$ cat config.mk
export PLATFORM = sky130hd
export DESIGN_NAME = max7219_receiver
export DESIGN_NICKNAME = d
export VERILOG_FILES = /design/src/rtl/max7219_receiver.sv
export SDC_FILE = /design/constraint.sdc
export NUM_CORES = 1
export LEC_CHECK = 0
export CORE_MARGIN = 2
export CORE_UTILIZATION = 32
export DETAILED_ROUTE_END_ITERATION = 8
export SKIP_CTS_REPAIR_TIMING = 1
export SYNTH_ARGS = -nofsm -noshare
export SYNTH_HDL_FRONTEND = slang
export SYNTH_SLANG_ARGS = --single-unit
$ cat constraint.sdc
create_clock -name i_clk -period 3.1 [get_ports i_clk]
set_input_delay 0.62 -clock i_clk [delete_from_list [all_inputs] [get_ports i_clk]]
set_output_delay 0.62 -clock i_clk [all_outputs]
set_load 0.02 [all_outputs]
$ cat src/rtl/max7219_receiver.sv
// MAX7219 serial-side responder: synchronizes DIN/CLK/LOAD, decodes 16-bit frames
// into the MAX7219 register file and drives the daisy-chain DOUT.
`timescale 1ns/1ps
module max7219_receiver #(
  parameter int SYNC_STAGES = 2
) (
  input  logic       i_clk,
  input  logic       i_reset_n,
  input  logic       i_serial_din,
  input  logic       i_serial_clk,
  input  logic       i_serial_load,
  output logic       o_serial_dout,
  output logic       o_stb,
  output logic [3:0] o_addr,
  output logic [7:0] o_data,
  output logic       o_frame_err,
  input  logic [2:0] i_rd_digit,
  output logic [7:0] o_rd_segment,
  output logic [7:0] o_decode_mode,
  output logic [3:0] o_intensity,
  output logic [2:0] o_scan_limit,
  output logic       o_enable,
  output logic       o_display_test
);

  // SYNC_STAGES synchronizer flops, one sample flop and one history flop per
  // edge-detected input; DIN needs no history, only matching delay.
  localparam int PIPE = SYNC_STAGES + 2;

  logic [PIPE-1:0] clk_pipe_q;
  logic [PIPE-1:0] load_pipe_q;
  logic [PIPE-2:0] din_pipe_q;

  logic        clk_rise, clk_fall, load_rise, load_fall, load_prev, din_s;
  logic [15:0] shift_q, shift_d;
  logic [4:0]  bit_cnt_q, bit_cnt_d, shifted_cnt;
  logic        frame_valid;
  logic [3:0]  wr_addr;
  logic [7:0]  wr_data;

  logic [7:0]  digit_q [8];
  logic [7:0]  decode_q;
  logic [3:0]  intensity_q;
  logic [2:0]  scan_q;
  logic        enable_q, test_q;
  logic [3:0]  addr_q;
  logic [7:0]  data_q;
  logic        stb_q, err_q, dout_q;

  // NOTE: sequential state uses non-blocking assignments so every flop samples
  // the pre-edge value of its neighbours, which is what makes the chain shift.
  always_ff @(posedge i_clk) begin
    if (!i_reset_n) begin
      clk_pipe_q  <= '0;
      load_pipe_q <= '1;
      din_pipe_q  <= '0;
    end else begin
      clk_pipe_q  <= {clk_pipe_q[PIPE-2:0], i_serial_clk};
      load_pipe_q <= {load_pipe_q[PIPE-2:0], i_serial_load};
      din_pipe_q  <= {din_pipe_q[PIPE-3:0], i_serial_din};
    end
  end

  assign clk_rise  =  clk_pipe_q[PIPE-2]  & ~clk_pipe_q[PIPE-1];
  assign clk_fall  = ~clk_pipe_q[PIPE-2]  &  clk_pipe_q[PIPE-1];
  assign load_rise =  load_pipe_q[PIPE-2] & ~load_pipe_q[PIPE-1];
  assign load_fall = ~load_pipe_q[PIPE-2] &  load_pipe_q[PIPE-1];
  assign load_prev =  load_pipe_q[PIPE-1];
  assign din_s     =  din_pipe_q[PIPE-2];

  // Shift before evaluating, so a clk rise coinciding with the LOAD rise is
  // counted in the frame; gating on the previous LOAD level makes that legal.
  // NOTE: every combinational output gets a default first so no path leaves it
  // unassigned, which would otherwise infer a latch.
  always_comb begin
    shift_d     = shift_q;
    shifted_cnt = bit_cnt_q;
    if (clk_rise && !load_prev) begin
      shift_d = {shift_q[14:0], din_s};
      if (bit_cnt_q != 5'd31) shifted_cnt = bit_cnt_q + 5'd1;
    end
    frame_valid = shifted_cnt >= 5'd16;
    bit_cnt_d   = (load_rise || load_fall) ? 5'd0 : shifted_cnt;
  end

  assign wr_addr = shift_d[11:8];
  assign wr_data = shift_d[7:0];

  // NOTE: the register file is reset explicitly; it is only a few flops and the
  // display must come up blank and in shutdown.
  always_ff @(posedge i_clk) begin
    if (!i_reset_n) begin
      shift_q     <= '0;
      bit_cnt_q   <= '0;
      dout_q      <= 1'b0;
      stb_q       <= 1'b0;
      err_q       <= 1'b0;
      addr_q      <= '0;
      data_q      <= '0;
      for (int i = 0; i < 8; i++) digit_q[i] <= '0;
      decode_q    <= '0;
      intensity_q <= '0;
      scan_q      <= '0;
      enable_q    <= 1'b0;
      test_q      <= 1'b0;
    end else begin
      shift_q   <= shift_d;
      bit_cnt_q <= bit_cnt_d;
      stb_q     <= load_rise &&  frame_valid;
      err_q     <= load_rise && !frame_valid;
      if (clk_fall) dout_q <= shift_q[15];
      if (load_rise && frame_valid) begin
        addr_q <= wr_addr;
        data_q <= wr_data;
        for (int i = 0; i < 8; i++)
          if (wr_addr == 4'(i + 1)) digit_q[i] <= wr_data;
        case (wr_addr)
          4'h9:    decode_q    <= wr_data;
          4'hA:    intensity_q <= wr_data[3:0];
          4'hB:    scan_q      <= wr_data[2:0];
          4'hC:    enable_q    <= wr_data[0];
          4'hF:    test_q      <= wr_data[0];
          default: ;
        endcase
      end
    end
  end

  assign o_serial_dout  = dout_q;
  assign o_stb          = stb_q;
  assign o_frame_err    = err_q;
  assign o_addr         = addr_q;
  assign o_data         = data_q;
  assign o_rd_segment   = digit_q[i_rd_digit];
  assign o_decode_mode  = decode_q;
  assign o_intensity    = intensity_q;
  assign o_scan_limit   = scan_q;
  assign o_enable       = enable_q;
  assign o_display_test = test_q;

endmodule

# Word level (Yosys, flattened, before mapping)

Memories as Yosys holds them, arrays and structs flattened.
Cells that the tools add are included.

$add $sub $neg: 1
$lt $le $gt $ge: 1
Equal/unequal tests: 14
Muxes and demuxes: 44
Bitwise gates (word level): 17
Reduce and logical (&&, ||, !) cells: 12

Operators by type and width:

| cell                  | number |
|---|---|
| $mux W8               | 8 |
| $mux W1               | 33 |
| $eq A4 B4 Y1 const B  | 6 |
| $eq A4 B3 Y1 const B  | 4 |
| $mux W12              | 1 |
| $mux W5               | 2 |
| $reduce_and A2 Y1     | 5 |
| $eq A4 B2 Y1 const B  | 2 |
| $or A1 B1 Y1          | 8 |
| $add A5 B1 Y5 const B | 1 |
| $ge A5 B5 Y1 const B  | 1 |
| $ne A5 B5 Y1 const B  | 1 |
| $not A1 Y1            | 5 |
| $and A1 B1 Y1         | 4 |
| $eq A4 B1 Y1 const B  | 1 |
| $logic_and A1 B1 Y1   | 3 |
| $logic_not A1 Y1      | 2 |
| $reduce_or A2 Y1      | 1 |
| $logic_or A1 B1 Y1    | 1 |

Flip-flop bits (word level): 64
RAM bits: 64
Output and inout port bits: 40
Logic and storage cells: 106
Memories: 1

Memories:

| memory  | words | width | rd ports | clocked after memory_dff | wr ports | line | RTL |
|---|---|---|---|---|---|---|---|
| digit_q | 8     | 8     | 1        | 0                        | 8        | 41   | `logic [7:0] digit_q [8];` |

# Depth between registers and ports, before layout

Depth after elaboration: 10
Gate-level depth with buffers: 8
Depth with buffers taken out: 6

# Least setup slack after synthesis

No wires, ideal clock.

Path kind: input-to-output
From: input port i_rd_digit[0]
To: output port o_rd_segment[0]
Data arrival time: 1985 ps
Required time: 2480 ps
Slack: 495 ps
Cell stages on the path: 4
Path buffers: 2
Cells stage by stage: buf_2 -> buf_2 -> mux4_2 -> mux2_2

Word-level cells in the longest chain between the ends: 1

RTL lines:

| item          | line | RTL |
|---|---|---|
| from (decl)   | 17   | `input logic [2:0] i_rd_digit,` |
| $mem_v2 Z8 W8 | --   |  |
| to (decl)     | 18   | `output logic [7:0] o_rd_segment,` |

Every way passes these cells.

# Worst setup path after layout

From: input port i_rd_digit[0]
To: output port o_rd_segment[2]

Same word-level chain as after synthesis.

==> results.py <==
metrics = {
    "detailed_routing": {
        "viasPerCell": 4.64,
        "firstDrtPassIters": 4,
        "wl_per_cell_um": 16.6,
        "drt_wl_total_um": 11500,
        "drcViolationCount": 0,
        "routed-via-count": 3222,
        "drt_iter0_drc": 283,
        "postRouteAntennaNets": 0,
    },
    "cells_and_area": {
        "layout-drive-gt1-share_pct": 15.3,
        "final_cell_mix": "64 x dfxtp_1, 64 x edfxtp_1, 54 x nor2_1",
        "post-route-util_pct": 41.2,
        "fin_area_sq_mm": 0.00657,
        "diodes": 0,
        "finalNonFillerCells": 694,
        "area.growth.synth_to_final_pct": 25.2,
        "nNetsFinal": 475,
    },
    "worst_hold_path": {
        "hold_path_end": "load_pipe_q[2]$_SDFF_PN1_",
        "hold_depth": 1,
        "holdCritPathClass": "reg2reg",
        "hold_start": "load_pipe_q[1]$_SDFF_PN1_",
    },
    "logic_synthesis": {
        "yosysSeqAreaShare_pct": 61.1,
        "synth_top_family_by_area": "multiplexers",
        "yosysUniqueCellTypes": 40,
        "netlist_area_sq_mm": 0.00525,
        "synthSimpleGateAreaFrac_pct": 14.6,
        "yosys-mux-area-fraction_pct": 15.6,
        "synthAdderAreaFrac_pct": 0.477,
        "synth_seq_cells": 128,
        "synthCells": 419,
        "syn_nets": 429,
        "avgSynthCellArea_sq_um": 12.5,
        "synth_xor_area_share_pct": 0.501,
        "synth-compound-area-share_pct": 3.48,
        "ys_warn_count": 0,
    },
    "floorplanning": {
        "die_area_sq_mm": 0.0174,
        "num_io_pins": 48,
        "die_x_um": 132,
        "fp.coreArea_sq_mm": 0.0159,
        "rows": 46,
        "dieHeight_um": 132,
        "initial_core_util_pct": 32.9,
    },
    "clock_network": {
        "clock_latency_ns": 0.41,
        "clkTransAtPathRegs_ns": 0.06,
        "tritoncts": "done",
        "cts_made_buffers": 17,
        "clock_sinks": 128,
        "ctsHtreeMaxLevel": 4,
        "cts_max_path_buffers": 2,
        "cts_root_buffer": "clkbuf_16",
    },
    "critical_path": {
        "worstPathArrival_ns": 2.36,
        "crit_path_end_kind": "output port",
        "r2r_slack_ns": 0.46,
        "cp_max_fo": 16,
        "cp-start-kind": "input pin",
        "critPathRequiredTime_ns": 2.48,
        "r2r_end": "digit_q[4][1]$_SDFFCE_PN0P_",
        "r2r-start": "clk_pipe_q[2]$_SDFF_PN0_",
        "ff2ff_path_depth": 4,
        "worstSetupPathType": "in2out",
    },
    "pwr": {
        "peakVddDrop_uv": 362,
        "power_density_mw_per_mm2": 605,
        "p_comb_share_pct": 3.4,
        "switching_share_pct": 19.4,
        "cell_internal_pwr_uw": 3200,
        "p_seq_share_pct": 45.7,
        "p_leak_uw": 0.00271,
        "switching_power_uw": 770,
        "clock_power_share_pct": 50.9,
    },
    "sta": {
        "slew_headroom_pct": 55.7,
        "finalSetupTns_ns": 0,
        "layout_min_cycle_time_ns": 2.98,
        "slew_viol_final": 0,
        "rsz0062_at_grt": "no",
        "final-hold-violation-count": 0,
        "skew_ns": 0.0107,
        "fmax_mhz": 336,
        "setup_viol": 0,
        "fin_crit_sh_pct": 96.1,
        "tightestPinTransition_ns": 0.665,
    },
    "global_routing": {
        "grt_pass1_wl_um": 18200,
        "antenna_found_initial": 0,
        "grt_max_degree": 31,
        "gr-total-overflow": 0,
        "grt_pass1_vias": 3355,
        "grt_usage_pct": 13.9,
    },
    "place": {
        "placed_area_sq_mm": 0.00595,
        "dp_cells": 662,
        "dpl.hpwl_um": 7920,
        "numPortBuffers": 47,
        "gp_congestion": 0.795,
    },
    "run_status": {
        "status": "completed",
    },
    "flow_run": {
        "maxCapViolCount": 0,
    },
}
[worst max-delay path by stage]
stage	start	to	slack [ns]	cells after the start
final	i_rd_digit[0]	o_rd_segment[2]	0.12	5
after CTS	i_rd_digit[0]	o_rd_segment[3]	-0.22	5
after global placement	i_rd_digit[0]	o_rd_segment[7]	-0.18	5
after detailed placement	i_rd_digit[0]	o_rd_segment[3]	-0.20	5
after floorplan	i_rd_digit[0]	o_rd_segment[0]	0.50	4
after global routing	i_rd_digit[0]	o_rd_segment[2]	0.08	5
[metrics by stage]
step | setup WS [ns] | hold slack (ns) | power, uW
floorplan | 0.495 | 0.386 | 1930
global placement | -0.176 | 0.391 | 1980
global route | 0.0788 | 0.431 | 4110
finish | 0.121 | 0.409 | 3970
detailed placement | -0.201 | 0.392 | 1990
CTS | -0.219 | 0.406 | 4020
[critical path, stage by stage]
cell and delay [ns]:
clkdlybuf4s50_1 0.52, buf_12 0.19, mux4_2 0.52, mux2_2 0.29, dlymetal6s2s_1 0.22
[synth_stat cells, drive strengths merged]
master,count,area share [%]
a21boi,4,0.57
a21oi,1,0.095
a41oi,1,0.17
and2,9,1.1
and3,2,0.24
and4b,1,0.19
and4bb,2,0.48
buf,18,2.0
clkbuf,14,1.0
dfxtp,64,24
edfxtp,64,37
ha,2,0.48
inv,17,1.2
mux2,9,2.0
mux2i,34,6.7
mux4,16,6.9
nand2,50,3.6
nand2b,16,1.9
nand3,3,0.29
nand3b,1,0.14
nand4,8,1.4
nand4b,1,0.17
nor2,54,3.9
nor2b,5,0.60
nor3,2,0.19
nor3b,1,0.14
nor4b,1,0.17
o2111ai,1,0.17
o211a,12,2.3
o21ai,2,0.19
or3b,1,0.17
xor2,3,0.50
[state kept, by name, summed over array words and instances, names as in the netlist, named ones only]
| signal | flops |
|---|---|
| digit_q | 64 |
| o_scan_limit | 3 |
| shift_q | 16 |
| o_decode_mode | 8 |
| o_addr | 4 |
| o_serial_dout | 1 |
| o_intensity | 4 |
| o_data | 8 |
| din_pipe_q | 3 |
| o_stb | 1 |
| load_pipe_q | 4 |
| clk_pipe_q | 4 |
| o_display_test | 1 |
| o_enable | 1 |
| o_frame_err | 1 |
[layer usage]
metal / GRT usage [%] / vias up / routed length (um) / part of all wire (%)
met4: 5.25 / 0 / 161 / 1.4
li1: - / 1560 / - / -
met3: 4.19 / 16 / 530 / 4.6
met2: 23.2 / 69 / 5760 / 50
met1: 17.1 / 1577 / 5070 / 44
met5: 0 / - / 0 / 0
[cell families (layout without fill, tap and decap cells)]
kind of cell	Yosys count	count (layout)
fa+ha+maj	2	2
flops	128	128
xor+xnor	3	3
compound gates	21	21
buf+inv	49	108
mux	59	59
simple gates	157	157
[cell type report]
cell class | count | area, sq um
flip-flops and latches | 128 | 3200
clock inverters | 12 | 166
inverters | 17 | 63.8
well taps | 216 | 270
repair buffers | 59 | 601
clock buffers | 20 | 437
multi-input cells | 242 | 1830
fillers | 1487 | 9370
[power by group through the flow]
stage               clock network, uW  registers [uW]  logic (uW)
finish                           2020            1810         134
global route                     2150            1820         145
CTS                              2070            1810         138
detailed placement                  0            1850         138
global placement                    0            1850         134
floorplan                           0            1840        88.7
Power figures use the tool's default switching activity.
